**config.mk**
```make
export PLATFORM = sky130hd
export DESIGN_NAME = echo_detect_ctrl
export DESIGN_NICKNAME = d
export VERILOG_FILES = /design/src/rtl/us_pkg.sv /design/src/rtl/echo_detect_ctrl_sync_edge.sv /design/src/rtl/echo_detect_ctrl.sv
export SDC_FILE = /design/constraint.sdc
export NUM_CORES = 1
export LEC_CHECK = 0
export ABC_AREA = 1
export BUFFER_PORTS_ARGS = -buffer_cell sky130_fd_sc_hd__buf_4
export CAP_MARGIN = 15
export CORE_UTILIZATION = 52
export CTS_CLUSTER_SIZE = 10
export DETAILED_ROUTE_END_ITERATION = 8
export PLACE_DENSITY_LB_ADDON = 0.1
export SLEW_MARGIN = 20
export SYNTH_ARGS = -nofsm -noshare
export SYNTH_HDL_FRONTEND = slang
export SYNTH_SLANG_ARGS = --single-unit
```
**constraint.sdc**
```tcl
create_clock -name gclk -period 1.8 [get_ports gclk]
set_input_delay 0.36 -clock gclk [delete_from_list [all_inputs] [get_ports gclk]]
set_output_delay 0.36 -clock gclk [all_outputs]
set_load 0.02 [all_outputs]
```
**src/rtl/us_pkg.sv**
```systemverilog
// Shared types and default timing constants for the ultrasonic measurement path.
package us_pkg;

  // Measurement scheduler states.
  typedef enum logic [2:0] {
    IDLE   = 3'd0,
    BURST  = 3'd1,
    BLANK  = 3'd2,
    LISTEN = 3'd3,
    EVAL   = 3'd4,
    WAIT   = 3'd5
  } state_t;

  // Default cycle counts used by the sensor top level.
  localparam int unsigned DEF_BURST_CYC  = 40;
  localparam int unsigned DEF_BLANK_CYC  = 2000;
  localparam int unsigned DEF_LISTEN_CYC = 60000;
  localparam int unsigned DEF_PERIOD_CYC = 1000000;
  localparam int unsigned DEF_HIT_N      = 2;
  localparam int unsigned DEF_MISS_N     = 3;
  localparam int unsigned DEF_CNT_W      = 16;

endpackage

```
**src/rtl/echo_detect_ctrl_sync_edge.sv**
```systemverilog
// Two-flop synchronizer for an asynchronous input, with a rising-edge pulse
// formed from the synchronized level and a one-cycle delayed copy.
module sync_edge (
  input  logic i_clk,
  input  logic i_rst_n,
  input  logic i_async,
  output logic o_sync,
  output logic o_rise
);

  logic r_meta;
  logic r_sync;
  logic r_dly;

  // Synchronizer chain plus delay stage for edge detection.
  always_ff @(posedge i_clk or negedge i_rst_n) begin
    if (!i_rst_n) begin
      r_meta <= 1'b0;
      r_sync <= 1'b0;
      r_dly  <= 1'b0;
    end else begin
      r_meta <= i_async;
      r_sync <= r_meta;
      r_dly  <= r_sync;
    end
  end

  assign o_sync = r_sync;
  assign o_rise = r_sync & ~r_dly;

endmodule

```
**src/rtl/echo_detect_ctrl.sv**
```systemverilog
// Measurement scheduler: periodic burst, ring-down blanking, echo listen
// window with time-of-flight capture, hit/miss hysteresis on the CT LED and
// a free-running CT1 feedback pulse counter.
//
// Handshake note: there is no backpressure anywhere in this block. echo_valid
// and meas_abort are single-cycle strobes that the consumer must sample on the
// cycle they are high; echo_hit/echo_tof are only meaningful with echo_valid.
module echo_detect_ctrl
  import us_pkg::*;
#(
  parameter int unsigned BURST_CYC  = DEF_BURST_CYC,
  parameter int unsigned BLANK_CYC  = DEF_BLANK_CYC,
  parameter int unsigned LISTEN_CYC = DEF_LISTEN_CYC,
  parameter int unsigned PERIOD_CYC = DEF_PERIOD_CYC,
  parameter int unsigned HIT_N      = DEF_HIT_N,
  parameter int unsigned MISS_N     = DEF_MISS_N,
  parameter int unsigned CNT_W      = DEF_CNT_W
) (
  input  logic             gclk,
  input  logic             rstn,
  input  logic             chip_ready,
  input  logic             err_flag,
  input  logic             out3,
  input  logic             out4,
  input  logic             ct1,
  output logic             burst_en,
  output logic             ct,
  output logic             meas_busy,
  output logic             echo_valid,
  output logic             echo_hit,
  output logic [31:0]      echo_tof,
  output logic             meas_abort,
  output logic [CNT_W-1:0] ct1_count
);

  localparam int unsigned HCW = $clog2(HIT_N + 1);
  localparam int unsigned MCW = $clog2(MISS_N + 1);

  // Timer values at which each phase ends.
  localparam logic [31:0] L_BURST_LAST  = 32'(BURST_CYC - 1);
  localparam logic [31:0] L_BLANK_LAST  = 32'(BURST_CYC + BLANK_CYC - 1);
  localparam logic [31:0] L_LISTEN_LAST = 32'(BURST_CYC + BLANK_CYC + LISTEN_CYC - 1);
  localparam logic [31:0] L_PERIOD_LAST = 32'(PERIOD_CYC - 1);

  localparam logic [HCW-1:0] L_HIT_SAT  = HCW'(HIT_N);
  localparam logic [MCW-1:0] L_MISS_SAT = MCW'(MISS_N);

  state_t           r_state;
  state_t           w_next_state;
  logic [31:0]      r_timer;
  logic [HCW-1:0]   r_hit_cnt;
  logic [MCW-1:0]   r_miss_cnt;
  logic [HCW-1:0]   w_hit_cnt_nx;
  logic [MCW-1:0]   w_miss_cnt_nx;
  logic             w_ct_nx;
  logic             w_lost;
  logic             w_abort;
  logic             w_eval_hit;
  logic             w_eval_miss;
  logic             w_echo;

  logic             r_burst_en;
  logic             r_ct;
  logic             r_meas_busy;
  logic             r_echo_valid;
  logic             r_echo_hit;
  logic [31:0]      r_echo_tof;
  logic             r_meas_abort;
  logic [CNT_W-1:0] r_ct1_count;

  logic w_out3_lvl, w_out3_rise;
  logic w_out4_lvl, w_out4_rise;
  logic w_ct1_lvl,  w_ct1_rise;
  logic w_unused_taps;

  sync_edge u_sync_out3 (.i_clk(gclk), .i_rst_n(rstn), .i_async(out3), .o_sync(w_out3_lvl), .o_rise(w_out3_rise));
  sync_edge u_sync_out4 (.i_clk(gclk), .i_rst_n(rstn), .i_async(out4), .o_sync(w_out4_lvl), .o_rise(w_out4_rise));
  sync_edge u_sync_ct1  (.i_clk(gclk), .i_rst_n(rstn), .i_async(ct1),  .o_sync(w_ct1_lvl),  .o_rise(w_ct1_rise));

  // Synchronizer taps this block has no use for.
  assign w_unused_taps = &{1'b0, w_out3_rise, w_out4_lvl, w_ct1_lvl};

  // Qualified echo: out4 rising while out3 reports a stable comparator.
  assign w_echo = w_out4_rise & w_out3_lvl;

  // Next state; priority is chip_ready loss, then error abort, then hit/timeout.
  always_comb begin
    w_next_state = r_state;
    w_lost       = 1'b0;
    w_abort      = 1'b0;
    w_eval_hit   = 1'b0;
    w_eval_miss  = 1'b0;
    if (r_state != IDLE && !chip_ready) begin
      w_next_state = IDLE;
      w_lost       = 1'b1;
    end else begin
      case (r_state)
        IDLE: if (chip_ready) w_next_state = BURST;
        BURST: begin
          if (err_flag) begin
            w_next_state = WAIT;
            w_abort      = 1'b1;
          end else if (r_timer == L_BURST_LAST) begin
            w_next_state = BLANK;
          end
        end
        BLANK: begin
          if (err_flag) begin
            w_next_state = WAIT;
            w_abort      = 1'b1;
          end else if (r_timer == L_BLANK_LAST) begin
            w_next_state = LISTEN;
          end
        end
        LISTEN: begin
          if (err_flag) begin
            w_next_state = WAIT;
            w_abort      = 1'b1;
          end else if (w_echo) begin
            w_next_state = EVAL;
            w_eval_hit   = 1'b1;
          end else if (r_timer == L_LISTEN_LAST) begin
            w_next_state = EVAL;
            w_eval_miss  = 1'b1;
          end
        end
        EVAL: w_next_state = WAIT;
        WAIT: if (r_timer == L_PERIOD_LAST) w_next_state = chip_ready ? BURST : IDLE;
        default: w_next_state = IDLE;
      endcase
    end
  end

  // Streak counters and LED hysteresis, evaluated as the result is produced.
  always_comb begin
    w_hit_cnt_nx  = r_hit_cnt;
    w_miss_cnt_nx = r_miss_cnt;
    w_ct_nx       = r_ct;
    if (w_lost) begin
      w_hit_cnt_nx  = '0;
      w_miss_cnt_nx = '0;
      w_ct_nx       = 1'b0;
    end else if (w_eval_hit) begin
      w_hit_cnt_nx  = (r_hit_cnt == L_HIT_SAT) ? r_hit_cnt : r_hit_cnt + 1'b1;
      w_miss_cnt_nx = '0;
      if (w_hit_cnt_nx == L_HIT_SAT) w_ct_nx = 1'b1;
    end else if (w_eval_miss) begin
      w_miss_cnt_nx = (r_miss_cnt == L_MISS_SAT) ? r_miss_cnt : r_miss_cnt + 1'b1;
      w_hit_cnt_nx  = '0;
      if (w_miss_cnt_nx == L_MISS_SAT) w_ct_nx = 1'b0;
    end
  end

  // State, timer, streaks and registered outputs.
  always_ff @(posedge gclk or negedge rstn) begin
    if (!rstn) begin
      r_state      <= IDLE;
      r_timer      <= '0;
      r_hit_cnt    <= '0;
      r_miss_cnt   <= '0;
      r_burst_en   <= 1'b0;
      r_ct         <= 1'b0;
      r_meas_busy  <= 1'b0;
      r_echo_valid <= 1'b0;
      r_echo_hit   <= 1'b0;
      r_echo_tof   <= '0;
      r_meas_abort <= 1'b0;
    end else begin
      r_state      <= w_next_state;
      r_timer      <= (w_next_state == BURST && r_state != BURST) ? 32'd0 : r_timer + 32'd1;
      r_hit_cnt    <= w_hit_cnt_nx;
      r_miss_cnt   <= w_miss_cnt_nx;
      r_ct         <= w_ct_nx;
      r_burst_en   <= (w_next_state == BURST);
      r_meas_busy  <= (w_next_state != IDLE) && (w_next_state != WAIT);
      r_echo_valid <= w_eval_hit | w_eval_miss;
      r_meas_abort <= w_abort;
      if (w_eval_hit | w_eval_miss) begin
        r_echo_hit <= w_eval_hit;
        r_echo_tof <= w_eval_hit ? r_timer : 32'd0;
      end
    end
  end

  // CT1 feedback pulse counter, free running and wrapping.
  always_ff @(posedge gclk or negedge rstn) begin
    if (!rstn) r_ct1_count <= '0;
    else if (w_ct1_rise) r_ct1_count <= r_ct1_count + 1'b1;
  end

  assign burst_en   = r_burst_en;
  assign ct         = r_ct;
  assign meas_busy  = r_meas_busy;
  assign echo_valid = r_echo_valid;
  assign echo_hit   = r_echo_hit;
  assign echo_tof   = r_echo_tof;
  assign meas_abort = r_meas_abort;
  assign ct1_count  = r_ct1_count;

endmodule

```
# Yosys cells after proc, flatten, opt, wreduce, memory -nomap -nowiden
# Index checks and enable logic that the tools add are counted.
# totals
input_bits	7
elab_cells	98
reg_bits	101
output_inout_bits	54
# op_classes
add_sub_neg	4
n_reduce_logical	11
n_eq_ne	17
n_bitwise	6
muxes	40
# ops
cell	n
$mux 32	2
$add 32x1->32 const B	1
$eq 32x11->1 const B	1
$eq 32x16->1 const B	1
$eq 32x20->1 const B	1
$eq 32x6->1 const B	1
$mux 3	10
$mux 1	19
$pmux 3 s6	1
$add 16x1->16 const B	1
$mux 2	8
$reduce_bool 3->1	4
$eq 2x2->1 const B	4
$eq 3x1->1 const B	2
$eq 3x2->1 const B	2
$eq 3x3->1 const B	2
$add 2x1->2 const B	2
$and 1x1->1	3
$logic_and 1x1->1	3
$logic_not 3->1	1
$ne 3x1->1 const B	1
$ne 3x2->1 const B	1
$ne 3x3->1 const B	1
$reduce_and 3->1	1
4 further kinds	5

# Logic depth before layout (Yosys ltp)
# Gate-level depths: netlist (run 1).
# depth
ltp_word	10
depth_mapped	16
depth_no_buf	15

# Hierarchy
# Synthesis (run 1) repeated with hierarchy kept, for this count alone.
# hier_totals
cells_unflattened	540
area_unflattened_um2	4750.8
# by_module_without_submodules
module	area_each_um2	n_inst	cells_per_inst	seq_area_each_um2
echo_detect_ctrl	4495.6	1	525	2327.2
sync_edge	85.1	3	5	75.1

# Worst setup path after synthesis (run 1)
# Ideal clock, no wire load.
# synth_timing
kind	register to register
start	register r_timer[0]
end	register r_timer[7]
path_stages_with_launch	14
setup_time_ns	0.122
arrival_ns	1.806
period_less_slack_ns	1.928
path_slack_ns	-0.128
required_time_ns	1.678
n_path_buf	1
cell_sequence	dfrtp_1 -> ha_1 -> nand2_2 -> nor2_4 -> nand3_2 -> nor2_2 -> nand3_1 -> nand2_1 -> nand2_1 -> nor2_2 -> nand4_2 -> nor2_4 -> buf_8 -> nor2_2
# synth_between
elab_chain_len	9
word_cells_on_any_way	18
classes_between	add/sub (1); eq/ne (5); mux (11); reduce/logical (1)
# synth_lines
element	line	text
start: declaration	echo_detect_ctrl.sv:50	logic [31:0] r_timer;
start signal: assignment	echo_detect_ctrl.sv:170	r_timer <= (w_next_state == BURST && r_state != BURST) ? 32'd0 : r_timer + 32'd1;
$eq 32x16->1	echo_detect_ctrl.sv:122	end else if (r_timer == L_LISTEN_LAST) begin
$mux 3	echo_detect_ctrl.sv:122	
$mux 3	echo_detect_ctrl.sv:119	end else if (w_echo) begin
$mux 3	echo_detect_ctrl.sv:116	if (err_flag) begin
$pmux 3 s6	echo_detect_ctrl.sv:97	case (r_state)
$mux 3	echo_detect_ctrl.sv:93	if (r_state != IDLE && !chip_ready) begin
$eq 3x1->1	echo_detect_ctrl.sv:170	
$logic_and 1x1->1	echo_detect_ctrl.sv:170	
$mux 32 (*)	echo_detect_ctrl.sv:170	
# Every way passes the cells marked *; elsewhere a longest branch is shown, timed or not.
# A chain may end at the register's enable or synchronous reset.

# Worst setup path in the final report (run 1)
# layout_timing
start	register r_timer[4]
end	register r_timer[14]
# Same word-level chain as after synthesis.

==> flow_metrics.py, run 1 <==
metrics = {
    "outcome": {
        "status": "complete, but fails checks",
        "violations": "DRC, setup timing",
    },
    "pwr": {
        "p_leak_nw": 3.53,
        "max-vdd-ir-drop_v": 0.000674,
        "power_density_nw_per_um2": 923,
        "finalPower_mw": 6.92,
    },
    "cells_and_area": {
        "fillCellCount": 434,
        "final_area_um2": 7490,
        "area_delta_synth_final_pct": 57.1,
        "layout_commonest_cell": "buf_4",
        "antenna_cells": 0,
        "final_cell_mix": "buf_4 (194), dfrtp_1 (100), nand2_1 (78)",
        "instances_no_fill": 865,
        "nets": 763,
        "drive_gt1_frac": 0.491,
    },
    "yosys": {
        "ys_ff_latch": 101,
        "ys.warnings.count": 0,
        "synth_edf_count": 0,
        "ys_async_sr_fraction": 1.00,
        "yosys_most_used_dff": "dfrtp_1",
        "syn_nets": 552,
        "syn_area_per_cell_um2": 8.80,
        "netlist_instances": 542,
        "syn_area_um2": 4770,
        "yosysSeqAreaShare": 0.530,
        "ys_types": 35,
    },
    "setup_path": {
        "path_cells": "nand2_1 > nor2_4 > nand3_1 > nor2_1 > nand2_1 > nand2_1 > nand2_1 > nand3_2 > nand4_4 > nor2_4 > buf_6 > buf_12 > nor2_4",
        "r2r-start": "r_timer[4]",
        "critPathBufInv": 2,
        "worst_path_dominant_cell_family": "simple AND/OR/NAND/NOR gates",
        "crit_top_cell": "nand2_1",
        "cp.required_ns": 2.06,
        "reg2reg_depth": 13,
        "cp_max_fo": 8,
        "reg2reg_to": "r_timer[14]",
        "cpMaxStageDelayCell": "dfrtp_1",
        "arrival_ns": 2.44,
        "end_kind": "flip-flop",
        "rrSetupSlack_ns": -0.38,
        "worstSetupPathType": "reg2reg",
        "crit_path_start_kind": "flip-flop",
        "max_stage_delay_ns": 0.48,
    },
    "die": {
        "core_area_um2": 8810,
        "die_x_um": 97.8,
        "fp-row-count": 34,
        "die-area_um2": 9560,
        "io_pins": 61,
        "start_util": 0.542,
        "die_y_um": 97.8,
    },
    "clock_tree": {
        "clk_pin_slew_ns": 0.09,
        "clock_sinks": 101,
        "clock_path_buffers": 2,
        "clk_latency_ns": 0.37,
        "clockRootBuffer": "clkbuf_8",
        "htreeDepth": 3,
        "cts_tree": "done",
        "cts_made_buffers": 9,
    },
    "place": {
        "globalplace.congestion": 0.944,
        "dp_hpwl_um": 8670,
        "io_buffer_count": 60,
        "place_area_um2": 6190,
        "place_inst": 812,
    },
    "sta": {
        "setup_viol": 71,
        "slew_violations": 0,
        "slew_headroom": 0.678,
        "hold_viol_final": 0,
        "rsz0062_at_grt": "true",
        "clock-skew-final_ns": 0.0105,
        "tightest_slew_ns": 0.478,
        "final_period_minus_worst_setup_slack_ns": 2.18,
        "period_share": 1.21,
        "fmax_ghz": 0.459,
        "timing.final.ws_setup_ns": -0.379,
    },
    "routing": {
        "antenna_left": 0,
        "firstDrtPassIters": 7,
        "post_drt_via_cell_ratio": 5.64,
        "routed_wl_um": 16300,
        "route.detailed.drc": 11,
        "via_count": 4880,
        "wl_per_cell_um": 18.8,
        "drt_first_iter_violations": 405,
    },
    "global_route": {
        "grt_antenna_before_repair": 0,
        "grt_pass1_wl_um": 21900,
        "grt_max_degree": 45,
        "grt.overflow.total": 0,
        "grtUsageTotal": 0.290,
        "grt_pass1_vias": 4683,
    },
    "hold_path": {
        "holdPathEnd": "u_sync_ct1.r_meta",
        "hp-class": "in2reg",
        "holdPathStages": 1,
        "min_from": "ct1",
    },
    "flow_run": {
        "maxCapViolations": 0,
    },
}
how the worst max path moves through the flow:
stage	start	end	slack, ns	cells past startpoint
final	r_timer[4]	r_timer[14]	-0.38	13
after global routing	r_timer[24]	r_timer[28]	-0.44	14
after CTS	r_timer[23]	r_timer[26]	-0.20	14
after detailed placement	r_timer[0]	r_timer[0]	-0.35	13
after global placement	r_timer[0]	r_timer[12]	-0.18	13
after floorplan	r_timer[0]	r_timer[7]	-0.09	13
state kept, by name, summed over array words and instances, names as in the netlist, 2 cells and up:
name and count:
ct1_count 16, echo_tof 32, r_hit_cnt 2, r_miss_cnt 2, r_state 3, r_timer 32
where the power goes:
| group | internal, mW | total (mW) | switching [mW] | leakage [nW] |
|---|---|---|---|---|
| clock network | 0.918 | 1.70 | 0.785 | 0.110 |
| logic | 1.19 | 2.59 | 1.40 | 2.05 |
| registers | 2.44 | 2.62 | 0.182 | 1.37 |
| total | 4.55 | 6.92 | 2.37 | 3.53 |
worst register-to-register path, cell delays in order (launching register included):
cell     delay [ns]
dfrtp_1        0.48
nand2_1        0.18
nor2_4         0.22
nand3_1        0.10
nor2_1         0.13
nand2_1        0.08
nand2_1        0.07
nand2_1        0.09
nand3_2        0.12
nand4_4        0.11
nor2_4         0.15
buf_6          0.15
buf_12         0.16
nor2_4         0.04
synth_stat cells (4+ instances only):
library cell	n	share of area
dfrtp_1	101	0.53
nand2_1	91	0.072
inv_1	66	0.052
nor2_1	63	0.050
nand3_1	51	0.054
o21ai_0	38	0.040
xor2_1	32	0.059
nor3_1	15	0.016
nand4_1	14	0.018
nor2_2	14	0.018
buf_2	8	0.0084
xnor2_1	7	0.013
inv_2	4	0.0031
nor4_1	4	0.0052
cell type report:
class / instances / area [um^2] / area share
Sequential cell: 101 / 2530 / 0.338
Multi-Input combinational cell: 357 / 2510 / 0.335
Timing Repair Buffer: 214 / 1820 / 0.243
Inverter: 70 / 268 / 0.0357
Tap cell: 108 / 135 / 0.0180
Clock buffer: 11 / 131 / 0.0175
Clock inverter: 4 / 97.6 / 0.0130
metrics by stage:
step / setup slack [ns] / hold slack, ns / TNS [ns] / util
final: -0.379 / 0.0930 / -16.99 / 0.851
after global routing: -0.443 / 0.0815 / -21.86 / 0.851
after CTS: -0.200 / 0.0834 / -10.86 / 0.774
after detailed placement: -0.346 / 0.325 / -13.78 / 0.703
after global placement: -0.180 / 0.313 / -5.82 / 0.703
after floorplan: -0.0936 / 0.0644 / -2.45 / -
kinds of logic (layout without fill, tap and decap cells):
group           after synthesis  after routing  synth area share
fa+ha+maj                     3              3           0.00787
flops                       101            101             0.530
compound gates               49             49            0.0548
xor+xnor                     39             39            0.0716
simple gates                265            265             0.260
buf+inv                      84            299            0.0737
mux                           1              1           0.00236
repair_timing:
item,4_1_cts,5_1_grt
endpoints found under the hold margin,27,0
gates cloned,3,4
buffers inserted,22,9
pin swaps,18,13
endpoints found under the setup margin,71,77
resized for setup,38,161
hold buffers,1,0
metal layers:
| layer | wire length (um) | up-vias | track usage |
|---|---|---|---|
| li1 | - | 2164 | - |
| met1 | 6190 | 2380 | 0.355 |
| met2 | 7900 | 251 | 0.504 |
| met3 | 1210 | 85 | 0.0608 |
| met4 | 950 | 0 | 0.112 |
| met5 | 0 | - | 0 |
No activity file was read; power rests on OpenSTA's default activity.
==> run 2, diff against run 1 <==
- CELL_PAD_IN_SITES_DETAIL_PLACEMENT: unset -> 0
- CELL_PAD_IN_SITES_GLOBAL_PLACEMENT: unset -> 2
- CORE_UTILIZATION: 52 -> 32
- REMOVE_ABC_BUFFERS: unset -> 1
==> flow_metrics.py, run 2 (synthesized netlist as in run 1, its figures left out) <==
metrics = {
    "clock_tree": {
        "clk_pin_slew_ns": 0.07,
        "clockRootBuffer": "clkbuf_16",
        "clk_latency_ns": 0.35,
        "cts_tree": "done",
        "clock_path_buffers": 2,
        "cts_made_buffers": 9,
        "htreeDepth": 3,
        "clock_sinks": 101,
    },
    "sta": {
        "tightest_slew_ns": 0.397,
        "final_period_minus_worst_setup_slack_ns": 2.11,
        "fmax_ghz": 0.474,
        "setup_viol": 72,
        "holdWs_ns": 0.110,
        "period_share": 1.17,
        "slew_violations": 0,
        "rsz0062_at_grt": "true",
        "slew_headroom": 0.733,
        "hold_viol_final": 0,
        "timing.final.ws_setup_ns": -0.309,
        "finalSetupTns_ns": -15.49,
        "clock-skew-final_ns": 0.0109,
    },
    "cells_and_area": {
        "layout_commonest_cell": "buf_4",
        "antenna_cells": 0,
        "drive_gt1_frac": 0.453,
        "fillCellCount": 1415,
        "instances_no_fill": 926,
        "final_cell_mix": "buf_4 (177), dfrtp_1 (101), nand2_1 (76)",
        "area_delta_synth_final_pct": 54.8,
        "nets": 748,
    },
    "routing": {
        "firstDrtPassIters": 4,
        "route.detailed.drc": 0,
        "via_count": 4302,
        "routed_wl_um": 13700,
        "drt_first_iter_violations": 172,
        "wl_per_cell_um": 14.8,
        "antenna_left": 0,
        "post_drt_via_cell_ratio": 4.65,
    },
    "global_route": {
        "grt_pass1_vias": 4248,
        "grtUsageTotal": 0.185,
        "grt_antenna_before_repair": 0,
        "grt_max_degree": 43,
        "grt_pass1_wl_um": 21400,
        "grt.overflow.total": 0,
    },
    "setup_path": {
        "rrSetupSlack_ns": -0.31,
        "endpoint": "r_timer[18]",
        "reg2reg_depth": 13,
        "critPathLaunch": "r_state[2]",
        "cp_max_fo": 8,
        "path_depth": 13,
        "end_kind": "flip-flop",
        "cpMaxStageDelayCell": "dfrtp_1",
        "worst_path_dominant_cell_family": "simple AND/OR/NAND/NOR gates",
        "worstSetupPathType": "reg2reg",
        "max_stage_delay_ns": 0.41,
        "reg2reg_to": "r_timer[18]",
        "path_cells": "buf_4 > inv_1 > nand3_1 > nor2_1 > nand2_2 > nand2_1 > nand2_2 > nand3_4 > nand4_4 > nor2_4 > buf_12 > buf_16 > nor2_1",
        "r2r-start": "r_state[2]",
        "crit_path_start_kind": "flip-flop",
        "arrival_ns": 2.35,
        "critPathBufInv": 4,
        "cp.required_ns": 2.04,
    },
    "place": {
        "globalplace.congestion": 0.858,
        "dp_hpwl_um": 9670,
        "place_inst": 898,
        "io_buffer_count": 60,
    },
    "outcome": {
        "violations": "setup timing",
        "status": "complete, but fails checks",
    },
    "die": {
        "die-area_um2": 15400,
        "core_area_um2": 14500,
        "fp-row-count": 44,
        "io_pins": 61,
        "start_util": 0.328,
        "die_x_um": 124,
        "die_y_um": 124,
    },
    "pwr": {
        "clockPowerShare": 0.295,
        "power_density_nw_per_um2": 919,
        "sw_frac_of_total": 0.318,
        "p_int_mw": 4.63,
        "max-vdd-ir-drop_v": 0.000397,
        "p_sw_mw": 2.16,
        "p_leak_nw": 3.45,
        "p_comb_frac": 0.323,
        "p_seq_frac": 0.381,
    },
    "hold_path": {
        "hp-class": "in2reg",
    },
    "flow_run": {
        "maxCapViolations": 0,
    },
}
[run 2: changes by cell type in the layout (fill, tap and decap cells not counted), sizes merged]
cell / delta
buf: -14
clkbuf: -1
inv: +1
bufinv: -2
clkinvlp: -1
clkinv: +2
[run 2: worst min path at each step]
stage | startpoint | end | slack, ns | cells after the start
finish | ct1 | u_sync_ct1.r_meta | 0.11 | 1
CTS | ct1 | u_sync_ct1.r_meta | 0.09 | 1
floorplan | rstn | burst_en | 0.06 | 0
detailed placement | rstn | ct1_count[6] | 0.32 | 1
global placement | rstn | ct1_count[6] | 0.31 | 1
global route | ct1 | u_sync_ct1.r_meta | 0.1 | 1
[run 2: timing repair]
action | CTS | global route
gates cloned | 2 | 3
pin swaps | 2 | 24
setup buffers | 5 | 4
resized for setup | 42 | 125
endpoints found under the hold margin | 27 | 0
endpoints found under the setup margin | 75 | 77
hold buffers | 1 | 0
[run 2: power groups by stage]
stage               registers (mW)  clock network [mW]  logic [mW]
floorplan                     2.73                   0       0.658
global placement              2.61                   0        1.62
detailed placement            2.62                   0        1.62
CTS                           2.59                2.06        2.04
global route                  2.61                2.14        2.38
finish                        2.59                2.00        2.19
[run 2: worst reg2reg max path: cells and delay by family, from the launching register on]
| kind | cells | cell delay, ns |
|---|---|---|
| simple gates | 9 | 1.06 |
| buf+inv | 4 | 0.54 |
| flops | 1 | 0.41 |
[run 2: stage by stage]
step           power [mW]  area [um^2]   util  setup WS (ns)
2_1_floorplan        3.38         4680      -         -0.359
3_3_place_gp         4.23         6360  0.437         -0.294
3_5_place_dp         4.24         6360  0.437         -0.356
4_1_cts              6.70         6910  0.476         -0.269
5_1_grt              7.13         7380  0.508         -0.431
6_report             6.79         7380  0.508         -0.309
[run 2: layer usage]
layer / GRT usage / vias up / part of all wire
met2: 0.298 / 62 / 0.48
li1: - / 2137 / -
met3: 0.0275 / 20 / 0.028
met4: 0.0826 / 0 / 0.022
met1: 0.244 / 2083 / 0.47
met5: 0 / - / 0
[run 2: cell type report]
cell class	instances	area [um^2]	share of cell area
well taps	184	230	0.0312
inverters	70	268	0.0363
clock buffers	11	243	0.0329
clock inverters	4	56.3	0.00763
repair buffers	199	1700	0.230
multi-input cells	357	2360	0.319
flip-flops and latches	101	2530	0.342
==> run 3, diff against run 2 <==
- CORE_UTILIZATION: 32 -> 30
- SETUP_SLACK_MARGIN: unset -> 0.02
==> flow_metrics.py, run 3 (synthesized netlist as in run 1, its figures left out) <==
metrics = {
    "setup_path": {
        "worstSetupPathType": "reg2reg",
        "cpMaxStageDelayCell": "dfrtp_1",
        "path_cells": "ha_4 > nand2_4 > nor2_4 > nand3_4 > nor2_4 > nand3_2 > nand2_2 > nand2_2 > nor2_4 > nand4_4 > nor2_4 > buf_6 > clkbuf_16 > nor2_2",
        "cp_max_fo": 6,
        "arrival_ns": 2.28,
        "critPathBufInv": 2,
        "crit_path_start_kind": "flip-flop",
        "cp.required_ns": 2.04,
        "worst_path_dominant_cell_family": "simple AND/OR/NAND/NOR gates",
        "end_kind": "flip-flop",
        "crit_top_cell": "nor2_4",
        "max_stage_delay_ns": 0.39,
    },
    "sta": {
        "finalSetupTns_ns": -7.11,
        "slew_violations": 0,
        "tightest_slew_ns": 0.483,
        "slew_headroom": 0.678,
        "timing.final.ws_setup_ns": -0.239,
        "clock-skew-final_ns": 0.00857,
        "rsz0062_at_grt": "true",
        "setup_viol": 35,
        "final_period_minus_worst_setup_slack_ns": 2.04,
        "hold_viol_final": 0,
        "fmax_ghz": 0.490,
        "period_share": 1.13,
    },
    "die": {
        "start_util": 0.310,
        "fp-row-count": 45,
        "core_area_um2": 15400,
        "die_y_um": 128,
        "die-area_um2": 16400,
        "die_x_um": 128,
        "io_pins": 61,
    },
    "place": {
        "dp_hpwl_um": 9590,
        "globalplace.congestion": 0.778,
        "io_buffer_count": 60,
        "place_inst": 927,
        "dpl_worst_slack_ns": -0.269,
    },
    "outcome": {
        "violations": "setup timing",
        "status": "complete, but fails checks",
    },
    "cells_and_area": {
        "fillCellCount": 1468,
        "nets": 762,
        "layout_commonest_cell": "buf_4",
        "antenna_cells": 0,
        "post-route-util": 0.494,
        "instances_no_fill": 968,
        "drive_gt1_frac": 0.478,
        "area_delta_synth_final_pct": 59.3,
        "final_cell_mix": "buf_4 (190), dfrtp_1 (99), nand2_1 (77)",
    },
    "clock_tree": {
        "htreeDepth": 3,
        "cts_tree": "done",
        "cts_made_buffers": 9,
        "clock_path_buffers": 2,
        "clockRootBuffer": "clkbuf_16",
        "clk_latency_ns": 0.35,
        "clk_pin_slew_ns": 0.07,
        "clock_sinks": 101,
    },
    "global_route": {
        "grt_max_degree": 31,
        "grt_antenna_before_repair": 0,
        "grt.overflow.total": 0,
        "grtUsageTotal": 0.183,
        "grt_pass1_vias": 4473,
        "grt_pass1_wl_um": 22900,
    },
    "routing": {
        "route.detailed.drc": 0,
        "drt_first_iter_violations": 176,
        "post_drt_via_cell_ratio": 4.51,
        "wl_per_cell_um": 14.6,
        "via_count": 4364,
        "routed_wl_um": 14100,
        "firstDrtPassIters": 4,
        "antenna_left": 0,
    },
    "pwr": {
        "p_leak_nw": 3.56,
        "max-vdd-ir-drop_v": 0.000576,
        "power_density_nw_per_um2": 923,
    },
    "hold_path": {
        "hp-class": "in2reg",
    },
    "flow_run": {
        "maxCapViolations": 0,
    },
}
run 3: routing by layer:
metal  track usage  up-vias  share of wire
met1         0.238     2117           0.47
met5             0        -              0
li1              -     2173              -
met2         0.311       65           0.49
met3        0.0309        9          0.028
met4        0.0561        0          0.012
run 3: stage by stage:
step                hold WS, ns  total power, mW  cell area, um^2
global placement          0.333             4.28             6430
CTS                      0.0922             6.88             7320
detailed placement        0.339             4.29             6430
finish                    0.110             7.01             7600
floorplan                0.0644             3.38             4680
global route             0.0910             7.38             7600
run 3: layout make-up:
| type | count | area, um^2 | area share |
|---|---|---|---|
| timing repair buffer | 213 | 1820 | 0.240 |
| clock buffer | 10 | 239 | 0.0315 |
| inverter | 70 | 270 | 0.0356 |
| clock inverter | 6 | 91.3 | 0.0120 |
| sequential | 101 | 2530 | 0.333 |
| multi-input combinational | 357 | 2380 | 0.313 |
| tap | 211 | 264 | 0.0348 |
run 3: worst paths after layout:
check / start / end / slack, ns / cells past startpoint
worst min register to register: u_sync_out3.r_meta / u_sync_out3.o_sync / 0.35 / 0
max in group asynchronous: rstn / r_timer[15] / 0.76 / 3
worst min-delay path: ct1 / u_sync_ct1.r_meta / 0.11 / 1
worst max-delay path: r_timer[0] / r_timer[23] / -0.24 / 14
min in group asynchronous: rstn / ct1_count[9] / 0.51 / 2
worst max register to register: r_timer[0] / r_timer[23] / -0.24 / 14
run 3: where the power goes:
group | internal, mW | switching [mW]
Combinational | 1.11 | 1.13
Clock | 1.27 | 0.917
Sequential | 2.44 | 0.149
run 3: repair_timing:
item / in CTS / in global routing
setup buffers: 15 / 9
hold buffers: 1 / 0
gates cloned: 5 / 1
hold endpoints to repair: 27 / 0
pin swaps: 17 / 19
setup endpoints to repair: 74 / 80
resized for setup: 110 / 69
